===== src/rtl/risc_v_32i_pkg.sv =====
// Shared RV32I widths, ALU select encodings and dispatch-stage decode constants.
package risc_v_32i;

    localparam int REG_SIZE    = 32;
    localparam int REG_WIDTH   = 5;
    localparam int ALU_SEL_LEN = 4;

    localparam logic [ALU_SEL_LEN-1:0] OP_ADD = 4'd0;
    localparam logic [ALU_SEL_LEN-1:0] OP_SUB = 4'd1;
    localparam logic [ALU_SEL_LEN-1:0] OP_LSL = 4'd2;
    localparam logic [ALU_SEL_LEN-1:0] OP_LSR = 4'd3;
    localparam logic [ALU_SEL_LEN-1:0] OP_XOR = 4'd4;
    localparam logic [ALU_SEL_LEN-1:0] OP_OR  = 4'd5;
    localparam logic [ALU_SEL_LEN-1:0] OP_AND = 4'd6;

    localparam logic [6:0] OPCODE_OP     = 7'b0110011;
    localparam logic [6:0] OPCODE_OP_IMM = 7'b0010011;

    localparam logic [2:0] FUNCT3_ADD_SUB = 3'b000;
    localparam logic [2:0] FUNCT3_SLL     = 3'b001;
    localparam logic [2:0] FUNCT3_SLT     = 3'b010;
    localparam logic [2:0] FUNCT3_SLTU    = 3'b011;
    localparam logic [2:0] FUNCT3_XOR     = 3'b100;
    localparam logic [2:0] FUNCT3_SRL_SRA = 3'b101;
    localparam logic [2:0] FUNCT3_OR      = 3'b110;
    localparam logic [2:0] FUNCT3_AND     = 3'b111;

    localparam logic [6:0] FUNCT7_BASE = 7'b0000000;
    localparam logic [6:0] FUNCT7_ALT  = 7'b0100000;

    typedef enum logic [1:0] {
        IDLE = 2'd0,
        READ = 2'd1,
        EXEC = 2'd2,
        WB   = 2'd3
    } dispatch_state_t;

endpackage


===== src/rtl/alu_dispatch_decode.sv =====
// Combinational OP / OP-IMM decoder: ALU select, sign-extended I-immediate and legality.
module alu_decode
    import risc_v_32i::*;
(
    input  logic [31:0]            instr,
    output logic [ALU_SEL_LEN-1:0] alu_ctrl,
    output logic [REG_SIZE-1:0]    imm,
    output logic                   use_imm,
    output logic                   legal
);

    logic [6:0] opcode;
    logic [2:0] funct3;
    logic [6:0] funct7;
    logic       unused_bits;

    assign opcode      = instr[6:0];
    assign funct3      = instr[14:12];
    assign funct7      = instr[31:25];
    assign unused_bits = &{1'b0, instr[19:7]};

    assign imm[11:0] = instr[31:20];
    for (genvar gi = 12; gi < REG_SIZE; gi++) begin : g_sext
        assign imm[gi] = instr[31];
    end

    always_comb begin
        alu_ctrl = OP_ADD;
        use_imm  = 1'b0;
        legal    = 1'b0;
        if (opcode == OPCODE_OP) begin
            if (funct7 == FUNCT7_BASE) begin
                legal = 1'b1;
                case (funct3)
                    FUNCT3_ADD_SUB: alu_ctrl = OP_ADD;
                    FUNCT3_SLL:     alu_ctrl = OP_LSL;
                    FUNCT3_SRL_SRA: alu_ctrl = OP_LSR;
                    FUNCT3_XOR:     alu_ctrl = OP_XOR;
                    FUNCT3_OR:      alu_ctrl = OP_OR;
                    FUNCT3_AND:     alu_ctrl = OP_AND;
                    default:        legal    = 1'b0;
                endcase
            end else if (funct7 == FUNCT7_ALT && funct3 == FUNCT3_ADD_SUB) begin
                legal    = 1'b1;
                alu_ctrl = OP_SUB;
            end
        end else if (opcode == OPCODE_OP_IMM) begin
            use_imm = 1'b1;
            legal   = 1'b1;
            case (funct3)
                FUNCT3_ADD_SUB: alu_ctrl = OP_ADD;
                FUNCT3_XOR:     alu_ctrl = OP_XOR;
                FUNCT3_OR:      alu_ctrl = OP_OR;
                FUNCT3_AND:     alu_ctrl = OP_AND;
                FUNCT3_SLL: begin
                    alu_ctrl = OP_LSL;
                    legal    = (funct7 == FUNCT7_BASE);
                end
                FUNCT3_SRL_SRA: begin
                    alu_ctrl = OP_LSR;
                    legal    = (funct7 == FUNCT7_BASE);
                end
                default:        legal = 1'b0;
            endcase
        end
    end

endmodule


===== src/rtl/alu_dispatch.sv =====
// Multi-cycle issue stage: accept, read registers, drive ALU, offer write-back.
module alu_dispatch
    import risc_v_32i::*;
(
    input  logic                   clk,
    input  logic                   rst_n,
    input  logic                   instr_valid,
    output logic                   instr_ready,
    input  logic [31:0]            instr,
    output logic [4:0]             rs1_addr,
    output logic [4:0]             rs2_addr,
    input  logic [REG_SIZE-1:0]    rs1_data,
    input  logic [REG_SIZE-1:0]    rs2_data,
    output logic [REG_SIZE-1:0]    alu_a,
    output logic [REG_SIZE-1:0]    alu_b,
    output logic [ALU_SEL_LEN-1:0] alu_ctrl,
    input  logic [REG_SIZE-1:0]    alu_result,
    output logic                   wb_valid,
    input  logic                   wb_ready,
    output logic [4:0]             wb_rd,
    output logic [REG_SIZE-1:0]    wb_data,
    output logic                   illegal
);

    dispatch_state_t        state_reg;
    logic [31:0]            instr_reg;
    logic [REG_SIZE-1:0]    alu_a_reg;
    logic [REG_SIZE-1:0]    alu_b_reg;
    logic [ALU_SEL_LEN-1:0] alu_ctrl_reg;
    logic [4:0]             wb_rd_reg;
    logic [REG_SIZE-1:0]    wb_data_reg;
    logic                   wb_valid_reg;
    logic                   illegal_reg;

    logic [31:0]            dec_instr;
    logic [ALU_SEL_LEN-1:0] dec_ctrl;
    logic [REG_SIZE-1:0]    dec_imm;
    logic                   dec_use_imm;
    logic                   dec_legal;

    // One decoder serves both the legality check at accept and operand setup in READ.
    assign dec_instr = (state_reg == IDLE) ? instr : instr_reg;

    alu_decode u_decode (
        .instr    (dec_instr),
        .alu_ctrl (dec_ctrl),
        .imm      (dec_imm),
        .use_imm  (dec_use_imm),
        .legal    (dec_legal)
    );

    assign instr_ready = rst_n && (state_reg == IDLE);
    assign rs1_addr    = instr_reg[19:15];
    assign rs2_addr    = instr_reg[24:20];
    assign alu_a       = alu_a_reg;
    assign alu_b       = alu_b_reg;
    assign alu_ctrl    = alu_ctrl_reg;
    assign wb_valid    = wb_valid_reg;
    assign wb_rd       = wb_rd_reg;
    assign wb_data     = wb_data_reg;
    assign illegal     = illegal_reg;

    always_ff @(posedge clk) begin
        if (!rst_n) begin
            state_reg    <= IDLE;
            instr_reg    <= '0;
            alu_a_reg    <= '0;
            alu_b_reg    <= '0;
            alu_ctrl_reg <= '0;
            wb_rd_reg    <= '0;
            wb_data_reg  <= '0;
            wb_valid_reg <= 1'b0;
            illegal_reg  <= 1'b0;
        end else begin
            illegal_reg <= 1'b0;
            case (state_reg)
                IDLE: begin
                    if (instr_valid) begin
                        instr_reg <= instr;
                        if (dec_legal) begin
                            state_reg <= READ;
                        end else begin
                            illegal_reg <= 1'b1;
                        end
                    end
                end
                READ: begin
                    alu_a_reg    <= rs1_data;
                    alu_b_reg    <= dec_use_imm ? dec_imm : rs2_data;
                    alu_ctrl_reg <= dec_ctrl;
                    state_reg    <= EXEC;
                end
                EXEC: begin
                    wb_data_reg <= alu_result;
                    wb_rd_reg   <= instr_reg[11:7];
                    if (instr_reg[11:7] != 5'd0) begin
                        wb_valid_reg <= 1'b1;
                        state_reg    <= WB;
                    end else begin
                        state_reg <= IDLE;
                    end
                end
                WB: begin
                    if (wb_ready) begin
                        wb_valid_reg <= 1'b0;
                        state_reg    <= IDLE;
                    end
                end
                default: state_reg <= IDLE;
            endcase
        end
    end

endmodule


===== config.mk =====
export PLATFORM = sky130hd
export DESIGN_NAME = alu_dispatch
export DESIGN_NICKNAME = d
export VERILOG_FILES = /design/src/rtl/risc_v_32i_pkg.sv /design/src/rtl/alu_dispatch_decode.sv /design/src/rtl/alu_dispatch.sv
export SDC_FILE = /design/constraint.sdc
export NUM_CORES = 1
export LEC_CHECK = 0
export ABC_CLOCK_PERIOD_IN_PS = 2100
export CORE_ASPECT_RATIO = 0.9
export CORE_MARGIN = 2
export CORE_UTILIZATION = 43
export DETAILED_ROUTE_END_ITERATION = 12
export PLACE_DENSITY_LB_ADDON = 0.1
export SYNTH_ARGS = -nofsm -noshare
export SYNTH_HDL_FRONTEND = slang
export SYNTH_SLANG_ARGS = --single-unit

===== constraint.sdc =====
create_clock -name clk -period 2.1 [get_ports clk]
set_input_delay 0.42 -clock clk [delete_from_list [all_inputs] [get_ports clk]]
set_output_delay 0.42 -clock clk [all_outputs]
set_load 0.05 [all_outputs]

==> impl_metrics.csv <==
group,metric,value,unit
global_route,grt_pass1_wl,26.7,mm
run_status,status,"complete, no violations",
yosys,syn_nets,829,
critical_path,crit_buf_inv,1,
sta,setup_viol,0,
critical_path,endpoint_kind,"output pin",
sta,slew_viol_final,0,
yosys,synth_edf_count,0,
global_route,track_usage,23.2,%
sta,setup_ws,0.0505,ns
sta,finalClockSkew,0.00780,ns
power_and_ir_drop,powerDensity,674,nW/um^2
sta,finalSetupTns,0,ns
global_route,antenna_found_initial,0,
global_route,grt_max_degree,75,
power_and_ir_drop,internal_power,4.76,mW
min_path,hold_path_class,"primary input to register",
clock_network,clock_path_buffers,2,
yosys,ys_seq_area_share,47.9,%
critical_path,cp_top_family,"buffers and inverters",
critical_path,crit_path_top_delay_cell,"clkdlybuf4s50_1",
yosys,synthArstFlopShare,0,%
yosys,synth_top_cell_by_area,"dfxtp_1",
sta,finalHoldViolCount,0,
job,maxCapViolations,0,
sta,fmax,0.488,GHz
yosys,syn-cell-area,5850,sq um
global_route,use_met3,8.18,%
critical_path,crit_required,1.68,ns
sta,slew_headroom,63.0,%
yosys,synthFlopType,"dfxtp_1",
clock_network,numCtsBuffers,17,
drt,viasPerCell,5.15,
clock_network,root_buffer,"clkbuf_16",
critical_path,crit_path_max_fanout,3,
clock_network,htree_levels,4,
yosys,syn_avg_cell_area,8.40,sq um
clock_network,clk_latency,0.42,ns
drt,detail_route.first_pass.iterations,5,
placed_design,globalplace.congestion,0.873,
clock_network,path_clk_slew,0.05,ns
drt,ant_nets,0,
power_and_ir_drop,power_frac_clock,45.4,%
clock_network,cts_tree,"built",
cells_and_area,area_growth,53.5,%
critical_path,crit_path_start_kind,"register",
cells_and_area,stdcell_count,1099,
sta,min_period,2.05,ns
sta,finalHoldWorstSlack,0.401,ns
critical_path,path_class,"register to output pin",
yosys,yosysWarnings,0,
floorplan,die_w,127,um
global_route,first_global_vias,5291,
cells_and_area,fin_area,8980,sq um
drt,avgRoutedWirePerCell,15.5,um
global_route,grt_use_met2,39.1,%
power_and_ir_drop,comb_power_share,9.5,%
yosys,ys_seq_elements,140,
placed_design,dp_hpwl,12.2,mm
floorplan,rows,40,
critical_path,crit_chain,"clkdlybuf4s50_1",
sta,period_share,97.6,%
placed_design,post_dp_cell_area,8440,sq um
clock_network,cts.sinks,140,
power_and_ir_drop,pwr-share-seq,45.0,%
cells_and_area,fin_nets,1054,
placed_design,dp.cells,1070,
critical_path,crit_arrival,1.63,ns
power_and_ir_drop,ir_worst_vdd,0.573,mV
yosys,synth_area_leaders,"dfxtp_1, nand2_1, a21boi_0, a21oi_1, o21ai_0",
power_and_ir_drop,power_leakage,3.16,nW
clock_network,ctsHoldBuffers,0,
placed_design,place_ws,-0.431,ns
sta,rsz0062_at_grt,"no",
cells_and_area,drive_gt1_share,7.95,%
floorplan,die-area,14600,sq um
floorplan,ios,250,
global_route,grt.busiest_layer,"met2",
yosys,synth_cells,697,
power_and_ir_drop,power.total,6.06,mW
floorplan,start_util,44.0,%
sta,worst_pin_slew,0.553,ns
cells_and_area,nFillCells,1079,
power_and_ir_drop,power_switching_share,21.4,%
global_route,grt_overflow,0,
yosys,synth.distinct_cells,48,
cells_and_area,fin_util,67.5,%
power_and_ir_drop,p_switching,1.30,mW
drt,wirelength,17.1,mm
global_route,gr-usage-met1,27.8,%
floorplan,core,13300,sq um
critical_path,cp_slowest_stage_delay,0.85,ns
yosys,synth_top_area_share,47.9,%
floorplan,die-height,115,um
placed_design,port_buffers,248,
drt,vias,5663,
drt,post-route-drc-count,0,
cells_and_area,diodes,0,
drt,drtIter0Drc,294,
==> Yosys cell counts, types with 4 or more instances <==
| cell | count |
|---|---|
| a21boi_0 | 103 |
| a21oi_1 | 43 |
| and2_1 | 5 |
| buf_1 | 4 |
| buf_2 | 15 |
| buf_4 | 11 |
| buf_6 | 7 |
| clkbuf_1 | 29 |
| dfxtp_1 | 140 |
| mux2_2 | 7 |
| mux2i_1 | 6 |
| nand2_1 | 217 |
| nand3_1 | 17 |
| nand4_1 | 4 |
| nor2_1 | 6 |
| nor4_1 | 4 |
| nor4b_1 | 4 |
| o21ai_0 | 32 |
==> kinds of logic (layout without fill, tap and decap cells) <==
family / count (synthesis) / in the layout / synth area share (%)
and+or+nand+nor: 273 / 273 / 19.9
AOI/OAI and AO/OA: 201 / 201 / 23.2
DFF: 140 / 140 / 47.9
buffers and inverters: 67 / 301 / 6.22
muxes: 14 / 14 / 2.61
other: 1 / 1 / 0.0641
xor gates and xnor gates: 1 / 1 / 0.150
==> cell type report <==
cell class	count	area [sq um]	area share, %
Sequential cell	140	2800	31.2
Timing Repair Buffer	272	2730	30.4
Multi-Input combinational cell	490	2700	30.1
Clock buffer	26	499	5.56
Tap cell	168	210	2.34
Clock inverter	2	35.0	0.390
Inverter	1	3.75	0.0418
==> cells in the final DEF, fill, tap and decap left out, drive strengths merged, types with 3 or more instances in the layout <==
cell,count
nor2,7
clkbuf,26
a21boi,103
nand3,17
o21ai,36
a21oi,46
nor4b,4
o31ai,3
mux2i,7
nand2,217
nor4,4
clkdlybuf4s50,246
o22ai,3
buf,26
a211oi,3
nor3,4
dfxtp,140
nand4,4
mux2,7
and2,5
==> power by group through the flow <==
| stage | Combinational [mW] | Clock (mW) | Sequential (mW) |
|---|---|---|---|
| 3_3_place_gp | 0.567 | 0 | 2.78 |
| 6_report | 0.578 | 2.75 | 2.73 |
| 4_1_cts | 0.579 | 2.81 | 2.73 |
| 2_1_floorplan | 0.228 | 0 | 2.79 |
| 3_5_place_dp | 0.573 | 0 | 2.78 |
| 5_1_grt | 0.620 | 2.93 | 2.73 |
==> final timing paths <==
kind,end,depth (start not counted),startpoint,slack (ns)
min reg2reg,alu_a[3],2,alu_a[3],0.46
max,wb_valid,1,wb_valid,0.05
max reg2reg,alu_b[4],7,state_reg[0],0.19
min,illegal,2,rst_n,0.40
==> timing repair <==
item	in CTS	in global routing
buffers inserted	1	0
resized for setup	0	1
endpoints found under the setup margin	1	29
pin swaps	1	0
==> layer usage <==
metal | vias up | wire (um)
li1 | 2794 | -
met1 | 2622 | 7090
met2 | 226 | 8360
met3 | 21 | 1340
met4 | 0 | 265
met5 | - | 0
Note: power is estimated with default switching activity, not from simulation.
